<file path="src/rtl/reg_cmd_pkg.sv">
// Shared definitions for the register-file command master: command opcodes
// and the FSM state encoding.
package reg_cmd_pkg;

  localparam logic [7:0] CMD_WR = 8'hAA;
  localparam logic [7:0] CMD_RD = 8'hBB;

  typedef enum logic [2:0] {
    IDLE,
    WR_ADDR,
    WR_DATA,
    WR_CYC,
    RD_ADDR,
    RD_CYC,
    RD_WAIT,
    TX_SEND
  } state_e;

endpackage

</file>
<file path="src/rtl/reg_cmd_master.sv">
// Bus initiator for the register file. Decodes a byte-serial command stream
// (0xAA addr data = write, 0xBB addr = read) into WrEn/RdEn/Address/WrData
// cycles and hands read results to the serial transmitter.
//
// Ports:
//   CLK, RST                 clock, asynchronous active-high reset
//   RX_P_DATA, RX_D_VLD      received command byte + 1-cycle strobe
//   WrEn, RdEn               register-file write / read enable pulses
//   Address, WrData          register-file address and write data
//   RdData, RdData_Valid     register-file read return
//   TX_P_DATA, TX_D_VLD      byte to transmit + 1-cycle strobe
//   TX_Busy                  transmitter cannot accept a byte
//   Err                      1-cycle pulse: bad address or read timeout
//
// All outputs come straight from registers.
module reg_cmd_master
  import reg_cmd_pkg::*;
#(
  parameter int BUS_WIDTH  = 8,
  parameter int DEPTH      = 8,
  parameter int ADDR_WIDTH = 4,
  parameter int TIMEOUT    = 16
) (
  input  logic                  CLK,
  input  logic                  RST,
  input  logic [BUS_WIDTH-1:0]  RX_P_DATA,
  input  logic                  RX_D_VLD,
  output logic                  WrEn,
  output logic                  RdEn,
  output logic [ADDR_WIDTH-1:0] Address,
  output logic [BUS_WIDTH-1:0]  WrData,
  input  logic [BUS_WIDTH-1:0]  RdData,
  input  logic                  RdData_Valid,
  output logic [BUS_WIDTH-1:0]  TX_P_DATA,
  output logic                  TX_D_VLD,
  input  logic                  TX_Busy,
  output logic                  Err
);

  localparam int CW = $clog2(TIMEOUT + 1);
  // The RdEn cycle plus (CNT_LAST+1) wait cycles puts the Err pulse exactly
  // TIMEOUT cycles after RdEn. Assumes TIMEOUT >= 2.
  localparam logic [CW-1:0]      CNT_LAST = CW'(TIMEOUT - 2);
  localparam logic [BUS_WIDTH:0] DEPTH_W  = (BUS_WIDTH + 1)'(DEPTH);
  localparam logic [BUS_WIDTH-1:0] OP_WR  = BUS_WIDTH'(CMD_WR);
  localparam logic [BUS_WIDTH-1:0] OP_RD  = BUS_WIDTH'(CMD_RD);

  state_e                state_q, state_d;
  logic [CW-1:0]         cnt_q, cnt_d;
  logic [ADDR_WIDTH-1:0] addr_q, addr_d;
  logic [BUS_WIDTH-1:0]  wdata_q, wdata_d;
  logic [BUS_WIDTH-1:0]  txd_q, txd_d;
  logic                  wren_q, wren_d;
  logic                  rden_q, rden_d;
  logic                  txv_q, txv_d;
  logic                  err_q, err_d;
  logic                  addr_ok;

  always_ff @(posedge CLK or posedge RST) begin
    if (RST) begin
      state_q <= IDLE;
      cnt_q   <= '0;
      addr_q  <= '0;
      wdata_q <= '0;
      txd_q   <= '0;
      wren_q  <= 1'b0;
      rden_q  <= 1'b0;
      txv_q   <= 1'b0;
      err_q   <= 1'b0;
    end else begin
      state_q <= state_d;
      cnt_q   <= cnt_d;
      addr_q  <= addr_d;
      wdata_q <= wdata_d;
      txd_q   <= txd_d;
      wren_q  <= wren_d;
      rden_q  <= rden_d;
      txv_q   <= txv_d;
      err_q   <= err_d;
    end
  end

  // Output pulses are computed one state early so that they line up with the
  // registered state: WrEn is high while state_q==WR_CYC, RdEn while RD_CYC.
  always_comb begin
    state_d = state_q;
    cnt_d   = cnt_q;
    addr_d  = addr_q;
    wdata_d = wdata_q;
    txd_d   = txd_q;
    wren_d  = 1'b0;
    rden_d  = 1'b0;
    txv_d   = 1'b0;
    err_d   = 1'b0;
    addr_ok = ({1'b0, RX_P_DATA} < DEPTH_W);

    case (state_q)
      IDLE: begin
        if (RX_D_VLD) begin
          if (RX_P_DATA == OP_WR)      state_d = WR_ADDR;
          else if (RX_P_DATA == OP_RD) state_d = RD_ADDR;
        end
      end
      WR_ADDR: begin
        if (RX_D_VLD) begin
          if (addr_ok) begin
            addr_d  = RX_P_DATA[ADDR_WIDTH-1:0];
            state_d = WR_DATA;
          end else begin
            err_d   = 1'b1;
            state_d = IDLE;
          end
        end
      end
      WR_DATA: begin
        if (RX_D_VLD) begin
          wdata_d = RX_P_DATA;
          wren_d  = 1'b1;
          state_d = WR_CYC;
        end
      end
      WR_CYC: state_d = IDLE;
      RD_ADDR: begin
        if (RX_D_VLD) begin
          if (addr_ok) begin
            addr_d  = RX_P_DATA[ADDR_WIDTH-1:0];
            rden_d  = 1'b1;
            state_d = RD_CYC;
          end else begin
            err_d   = 1'b1;
            state_d = IDLE;
          end
        end
      end
      RD_CYC: begin
        cnt_d   = '0;
        state_d = RD_WAIT;
      end
      RD_WAIT: begin
        if (RdData_Valid) begin
          txd_d   = RdData;
          state_d = TX_SEND;
        end else if (cnt_q == CNT_LAST) begin
          err_d   = 1'b1;
          state_d = IDLE;
        end else begin
          cnt_d = cnt_q + 1'b1;
        end
      end
      TX_SEND: begin
        if (!TX_Busy) begin
          txv_d   = 1'b1;
          state_d = IDLE;
        end
      end
      default: state_d = IDLE;
    endcase
  end

  assign WrEn      = wren_q;
  assign RdEn      = rden_q;
  assign Address   = addr_q;
  assign WrData    = wdata_q;
  assign TX_P_DATA = txd_q;
  assign TX_D_VLD  = txv_q;
  assign Err       = err_q;

endmodule

</file>
<file path="config.mk">
export PLATFORM = sky130hd
export DESIGN_NAME = reg_cmd_master
export DESIGN_NICKNAME = d
export VERILOG_FILES = /design/src/rtl/reg_cmd_pkg.sv /design/src/rtl/reg_cmd_master.sv
export SDC_FILE = /design/constraint.sdc
export NUM_CORES = 1
export LEC_CHECK = 0
export ABC_CLOCK_PERIOD_IN_PS = 2500
export BUFFER_PORTS_ARGS = -buffer_cell sky130_fd_sc_hd__buf_2
export CAP_MARGIN = 20
export CELL_PAD_IN_SITES_DETAIL_PLACEMENT = 1
export CELL_PAD_IN_SITES_GLOBAL_PLACEMENT = 2
export CORE_ASPECT_RATIO = 1.2
export CORE_UTILIZATION = 32
export DETAILED_ROUTE_END_ITERATION = 10
export PLACE_DENSITY = 0.74
export SLEW_MARGIN = 20
export SYNTH_ARGS = -nofsm -noshare
export SYNTH_HDL_FRONTEND = slang
export SYNTH_SLANG_ARGS = --single-unit
</file>
<file path="constraint.sdc">
create_clock -name CLK -period 2.5 [get_ports CLK]
set_input_delay 0.25 -clock CLK [delete_from_list [all_inputs] [get_ports CLK]]
set_output_delay 0.25 -clock CLK [all_outputs]
set_load 0.01 [all_outputs]
</file>
==> results of run 1 <==
-- kinds of logic (layout without fill, tap and decap cells) --
logic type | after synthesis | in the layout | synth area share (%)
buffers and inverters | 7 | 56 | 1.973
and+or+nand+nor | 41 | 41 | 18.75
AOI/OAI and AO/OA | 13 | 13 | 5.756
adders and majority gates | 3 | 3 | 2.302
muxes | 21 | 21 | 15.71
xor gates and xnor gates | 5 | 5 | 2.878
DFF | 32 | 32 | 52.63
-- cell type report --
type | instances | area [um^2]
fill | 548 | 2710
sequential | 32 | 800.8
multi-input combinational | 83 | 690.7
timing repair buffer | 45 | 227.7
clock buffer | 6 | 72.57
tap | 58 | 72.57
inverter | 4 | 15.01
clock inverter | 1 | 5.005
-- registers in the layout, summed over array words and instances (netlist names) --
register / flops
WrData: 8
cnt_q: 5
RdEn: 1
Address: 4
TX_D_VLD: 1
Err: 1
TX_P_DATA: 8
WrEn: 1
state_q: 3
-- routing by layer --
| metal | up-vias | routed length, um | GRT usage [%] |
|---|---|---|---|
| met2 | 32 | 1837 | 26.67 |
| met1 | 573 | 1349 | 16.98 |
| met5 | - | 0 | 0 |
| li1 | 544 | - | - |
| met4 | 0 | 59 | 6.000 |
| met3 | 7 | 173 | 4.118 |
-- worst max-delay path, cell delays in order (launching register included) --
cell	delay, ns
dfrtp_1	0.63
nor4bb_2	0.61
and2_4	0.27
or4_4	0.14
mux2_4	0.29
-- path summary, 6_finish.rpt --
check | from | end | slack (ns) | cells after the start
max | state_q[1] | state_q[0] | 0.44 | 4
min | RST | WrEn | 0.04 | 3
max reg2reg | state_q[1] | state_q[0] | 0.44 | 4
min reg2reg | Address[3] | Address[3] | 0.50 | 1
max in group asynchronous | RST | cnt_q[1] | 2.16 | 3
min in group CLK | TX_Busy | TX_D_VLD | 0.14 | 2
-- placed cells by master, fill, tap and decap left out, types with 2 or more instances in the layout --
cell type  Yosys  layout
buf_2          3      44
dfrtp_1       32      32
mux2_2        19      19
nor2_1         7       7
nand2_1        5       5
clkbuf_8       0       5
o31ai_1        4       4
inv_1          4       4
xor2_1         4       4
nor2b_1        3       3
and2_1         2       2
or3_1          2       2
a211oi_1       2       2
and4b_1        2       2
nand4_1        2       2
nor3_2         2       2
o21ai_0        2       2
o22ai_1        2       2
nand3_1        2       2
ha_1           2       2
-- report_power, final --
group | switching (mW) | internal, mW | total (mW) | leakage, nW
combinational | 0.273 | 0.290 | 0.564 | 0.558
sequential | 0.140 | 0.662 | 0.801 | 0.431
clock | 0.178 | 0.189 | 0.367 | 0.0410
total | 0.591 | 1.14 | 1.73 | 1.03
==> results.sh, run 1 <==
export IMPL_status="finished clean"
export IMPL_synth_seq_cells=32
export IMPL_die_w_um=64.95
export IMPL_yosysTopAreaCell="dfrtp_1"
export IMPL_synth_top_area_share_pct=52.63
export IMPL_synth_most_common_cell="dfrtp_1"
export IMPL_wirelength_mm=3.419
export IMPL_areaGrowthSynthToFinish_pct=23.85
export IMPL_ant_nets=0
export IMPL_antenna_cells=0
export IMPL_cp_arrival_ns=2.22
export IMPL_dpl_instance_area_um2=1807
export IMPL_cts_sinks=32
export IMPL_drc=0
export IMPL_ctsHoldBuffers=0
export IMPL_fin_crit_sh_pct=82.32
export IMPL_overflow=0
export IMPL_worstMarginPinSlew_ns=0.7097
export IMPL_yosys_warnings=0
export IMPL_crit_path_start_kind="flip-flop"
export IMPL_first_pass_iters=4
export IMPL_cp_max_fo=16
export IMPL_p_leak_nw=1.030
export IMPL_utilization_pct=41.01
export IMPL_synthCells=122
export IMPL_synth_edff_count=0
export IMPL_final_cells=229
export IMPL_clk_pin_slew_ns=0.06
export IMPL_finalCriticalPeriod_ns=2.058
export IMPL_cts_resized=0
export IMPL_cts_setup_buffers=0
export IMPL_fmax_ghz=0.4859
export IMPL_avgSynthCellArea_um2=12.47
export IMPL_peakVddDrop_mv=0.4015
export IMPL_gp_congestion=0.7962
export IMPL_wl_per_cell_um=14.93
export IMPL_antenna_found_initial=0
export IMPL_cts_tree="built"
export IMPL_clk_path_buf_depth=2
export IMPL_p_per_area_nw_per_um2=919.0
export IMPL_htreeDepth=2
export IMPL_synth_cell_types=40
export IMPL_dp_hpwl_mm=2.647
export IMPL_setup_viol=0
export IMPL_crit_required_ns=2.66
export IMPL_hold_violations=0
export IMPL_rsz0062_at_grt="false"
export IMPL_grt_pass1_wl_mm=5.761
export IMPL_post_place_cells=222
export IMPL_clkLatencyLatePin_ns=0.28
export IMPL_drive_above_1_share_pct=45.03
export IMPL_drt_iter0_markers=32
export IMPL_nets=194
export IMPL_yosys_top_cells_area="dfrtp_1 (53%), mux2_2 (14%), xor2_1 (2.3%), o31ai_1 (2.0%), nor2_1 (1.7%)"
export IMPL_synth_cells_most_frequent="dfrtp_1 (32), mux2_2 (19), nor2_1 (7)"
export IMPL_cap_violations=0
export IMPL_path_class="reg2reg"
export IMPL_hp_class="in2async"
export IMPL_die_area_um2=5036
export IMPL_num_rows=27
export IMPL_die_h_um=77.54
export IMPL_endpoint_kind="flip-flop"
export IMPL_relSlewSlack_pct=52.43
export IMPL_vias_per_cell=5.048
export IMPL_fin_tns_setup_ns=0
export IMPL_numCtsBuffers=5
export IMPL_via_count=1156
export IMPL_async_flop_share_pct=100.0
export IMPL_fin_area_um2=1884
export IMPL_synthesis_area_um2=1521
export IMPL_layout_setup_ws_ns=0.4421
export IMPL_initial_core_util_pct=33.12
export IMPL_grt_usage_pct=15.17
export IMPL_grt_pass1_vias=1237
export IMPL_ys_flop_type="dfrtp_1"
export IMPL_total_power_mw=1.732
export IMPL_preCtsSetupSlack_ns=0.4600
export IMPL_core_region_area_um2=4594
export IMPL_io_pins=45
export IMPL_cts_root_buf="clkbuf_8"
export IMPL_whs_ns=0.04362
export IMPL_slew_violations=0
export IMPL_portBuffers=44
export IMPL_skew_ns=0.005486
export IMPL_ys_seq_area_share_pct=52.63
export IMPL_grt_max_degree=33
export IMPL_syn_nets=145
No activity file was read; power rests on OpenSTA's default activity.
==> run 2, diff against run 1 <==
--- a/config.mk
+++ b/config.mk
@@ -5,7 +5,7 @@
 export SDC_FILE = /design/constraint.sdc
 export NUM_CORES = 1
 export LEC_CHECK = 0
-export ABC_CLOCK_PERIOD_IN_PS = 2500
+export ABC_CLOCK_PERIOD_IN_PS = 2100
 export BUFFER_PORTS_ARGS = -buffer_cell sky130_fd_sc_hd__buf_2
 export CAP_MARGIN = 20
 export CELL_PAD_IN_SITES_DETAIL_PLACEMENT = 1
==> constraint.sdc (replaced) <==
create_clock -name CLK -period 2.1 [get_ports CLK]
set_input_delay 0.21 -clock CLK [delete_from_list [all_inputs] [get_ports CLK]]
set_output_delay 0.21 -clock CLK [all_outputs]
set_load 0.01 [all_outputs]
==> results.sh, run 2 (same netlist as run 1, synthesis figures left out) <==
export IMPL_dp_hpwl_mm=2.697
export IMPL_clkLatencyLatePin_ns=0.28
export IMPL_areaGrowthSynthToFinish_pct=25.74
export IMPL_ant_nets=0
export IMPL_core_region_area_um2=4594
export IMPL_portBuffers=44
export IMPL_cts_setup_buffers=0
export IMPL_fin_crit_sh_pct=93.12
export IMPL_layout_commonest_cell="buf_2"
export IMPL_num_rows=27
export IMPL_die_w_um=64.95
export IMPL_cts_root_buf="clkbuf_8"
export IMPL_drive_above_1_share_pct=46.55
export IMPL_antenna_found_initial=0
export IMPL_endpoint_kind="flip-flop"
export IMPL_final_cells=232
export IMPL_rsz0062_at_grt="false"
export IMPL_wirelength_mm=3.475
export IMPL_io_pins=45
export IMPL_p_leak_nw=1.050
export IMPL_ctsHoldBuffers=0
export IMPL_p_per_area_nw_per_um2=1084
export IMPL_peakVddDrop_mv=0.5724
export IMPL_drt_iter0_markers=11
export IMPL_gp_congestion=0.7573
export IMPL_first_pass_iters=2
export IMPL_final_cell_mix="buf_2 (44), dfrtp_1 (32), mux2_2 (19)"
export IMPL_fin_tns_setup_ns=0
export IMPL_cts_sinks=32
export IMPL_cap_violations=0
export IMPL_drc=0
export IMPL_grt_max_degree=33
export IMPL_relSlewSlack_pct=61.61
export IMPL_grt_pass1_vias=1232
export IMPL_fmax_ghz=0.5114
export IMPL_nets=199
export IMPL_grt_usage_pct=15.58
export IMPL_grt_pass1_wl_mm=5.968
export IMPL_status="finished clean"
export IMPL_cp_max_fo=6
export IMPL_via_count=1157
export IMPL_htreeDepth=2
export IMPL_die_area_um2=5036
export IMPL_die_h_um=77.54
export IMPL_skew_ns=0.006503
export IMPL_setup_viol=0
export IMPL_numCtsBuffers=5
export IMPL_nFillCells=554
export IMPL_cp_arrival_ns=2.12
export IMPL_path_class="reg2reg"
export IMPL_cts_resized=0
export IMPL_clk_pin_slew_ns=0.06
export IMPL_hold_violations=0
export IMPL_initial_core_util_pct=33.12
export IMPL_vias_per_cell=4.987
export IMPL_crit_required_ns=2.26
export IMPL_slew_violations=0
export IMPL_finalCriticalPeriod_ns=1.956
export IMPL_clk_path_buf_depth=2
export IMPL_reg2regPathDepth=6
export IMPL_worstMarginPinSlew_ns=0.5677
export IMPL_post_place_cells=227
export IMPL_wl_per_cell_um=14.98
export IMPL_cts_tree="built"
export IMPL_crit_path_start_kind="flip-flop"
export IMPL_antenna_cells=0
export IMPL_hp_class="in2async"
export IMPL_overflow=0
[run 2: cell count changes in the layout (fill, tap and decap cells not counted), sizes merged]
cell,before,now
buf,45,50
clkbuf,6,5
clkinv,1,0
[run 2: layout make-up]
class	count	area [um^2]	area share [%]
flip-flops and latches	32	800.8	41.86
inverters	4	15.01	0.7848
multi-input cells	83	690.7	36.10
repair buffers	50	265.3	13.87
well taps	58	72.57	3.793
clock buffers	5	68.82	3.597
[run 2: worst max-delay path, cell delays in order (launching register included)]
cell and delay [ns]:
dfrtp_1 0.41, inv_1 0.08, ha_1 0.19, nand4b_4 0.13, and2_4 0.19, or4_4 0.54, mux2_4 0.31
[run 2: path summary, 6_finish.rpt]
check	start	to	slack, ns
worst max-delay path	cnt_q[0]	state_q[0]	0.14
worst min-delay path	RST	WrData[6]	0.01
worst max register to register	cnt_q[0]	state_q[0]	0.14
worst min register to register	TX_P_DATA[3]	TX_P_DATA[3]	0.50
max in group asynchronous	RST	TX_D_VLD	1.79
min in group CLK	TX_Busy	TX_D_VLD	0.12
[run 2: stage by stage]
stage	cell area [um^2]	hold slack (ns)	setup slack, ns	power (mW)	util [%]
2_1_floorplan	1521	0.2803	0.2295	1.389	-
3_3_place_gp	1844	0.3063	0.1948	1.649	40.14
3_5_place_dp	1844	0.3293	0.1405	1.686	40.14
4_1_cts	1913	0.02165	0.1304	2.110	41.64
5_1_grt	1913	0.05062	0.02788	2.217	41.64
6_report	1913	0.01169	0.1444	2.073	41.64
[run 2: power breakdown]
part / total, mW / switching (mW) / internal [mW]
combinational: 0.756 / 0.384 / 0.372
clock: 0.409 / 0.196 / 0.213
sequential: 0.908 / 0.119 / 0.789
total: 2.07 / 0.699 / 1.37
[run 2: layer usage]
metal	vias up	track usage (%)	routed length, um
met3	5	4.265	169
met2	34	26.98	1799
met4	0	5.556	54
met1	565	18.04	1451
met5	-	0	0
li1	553	-	-
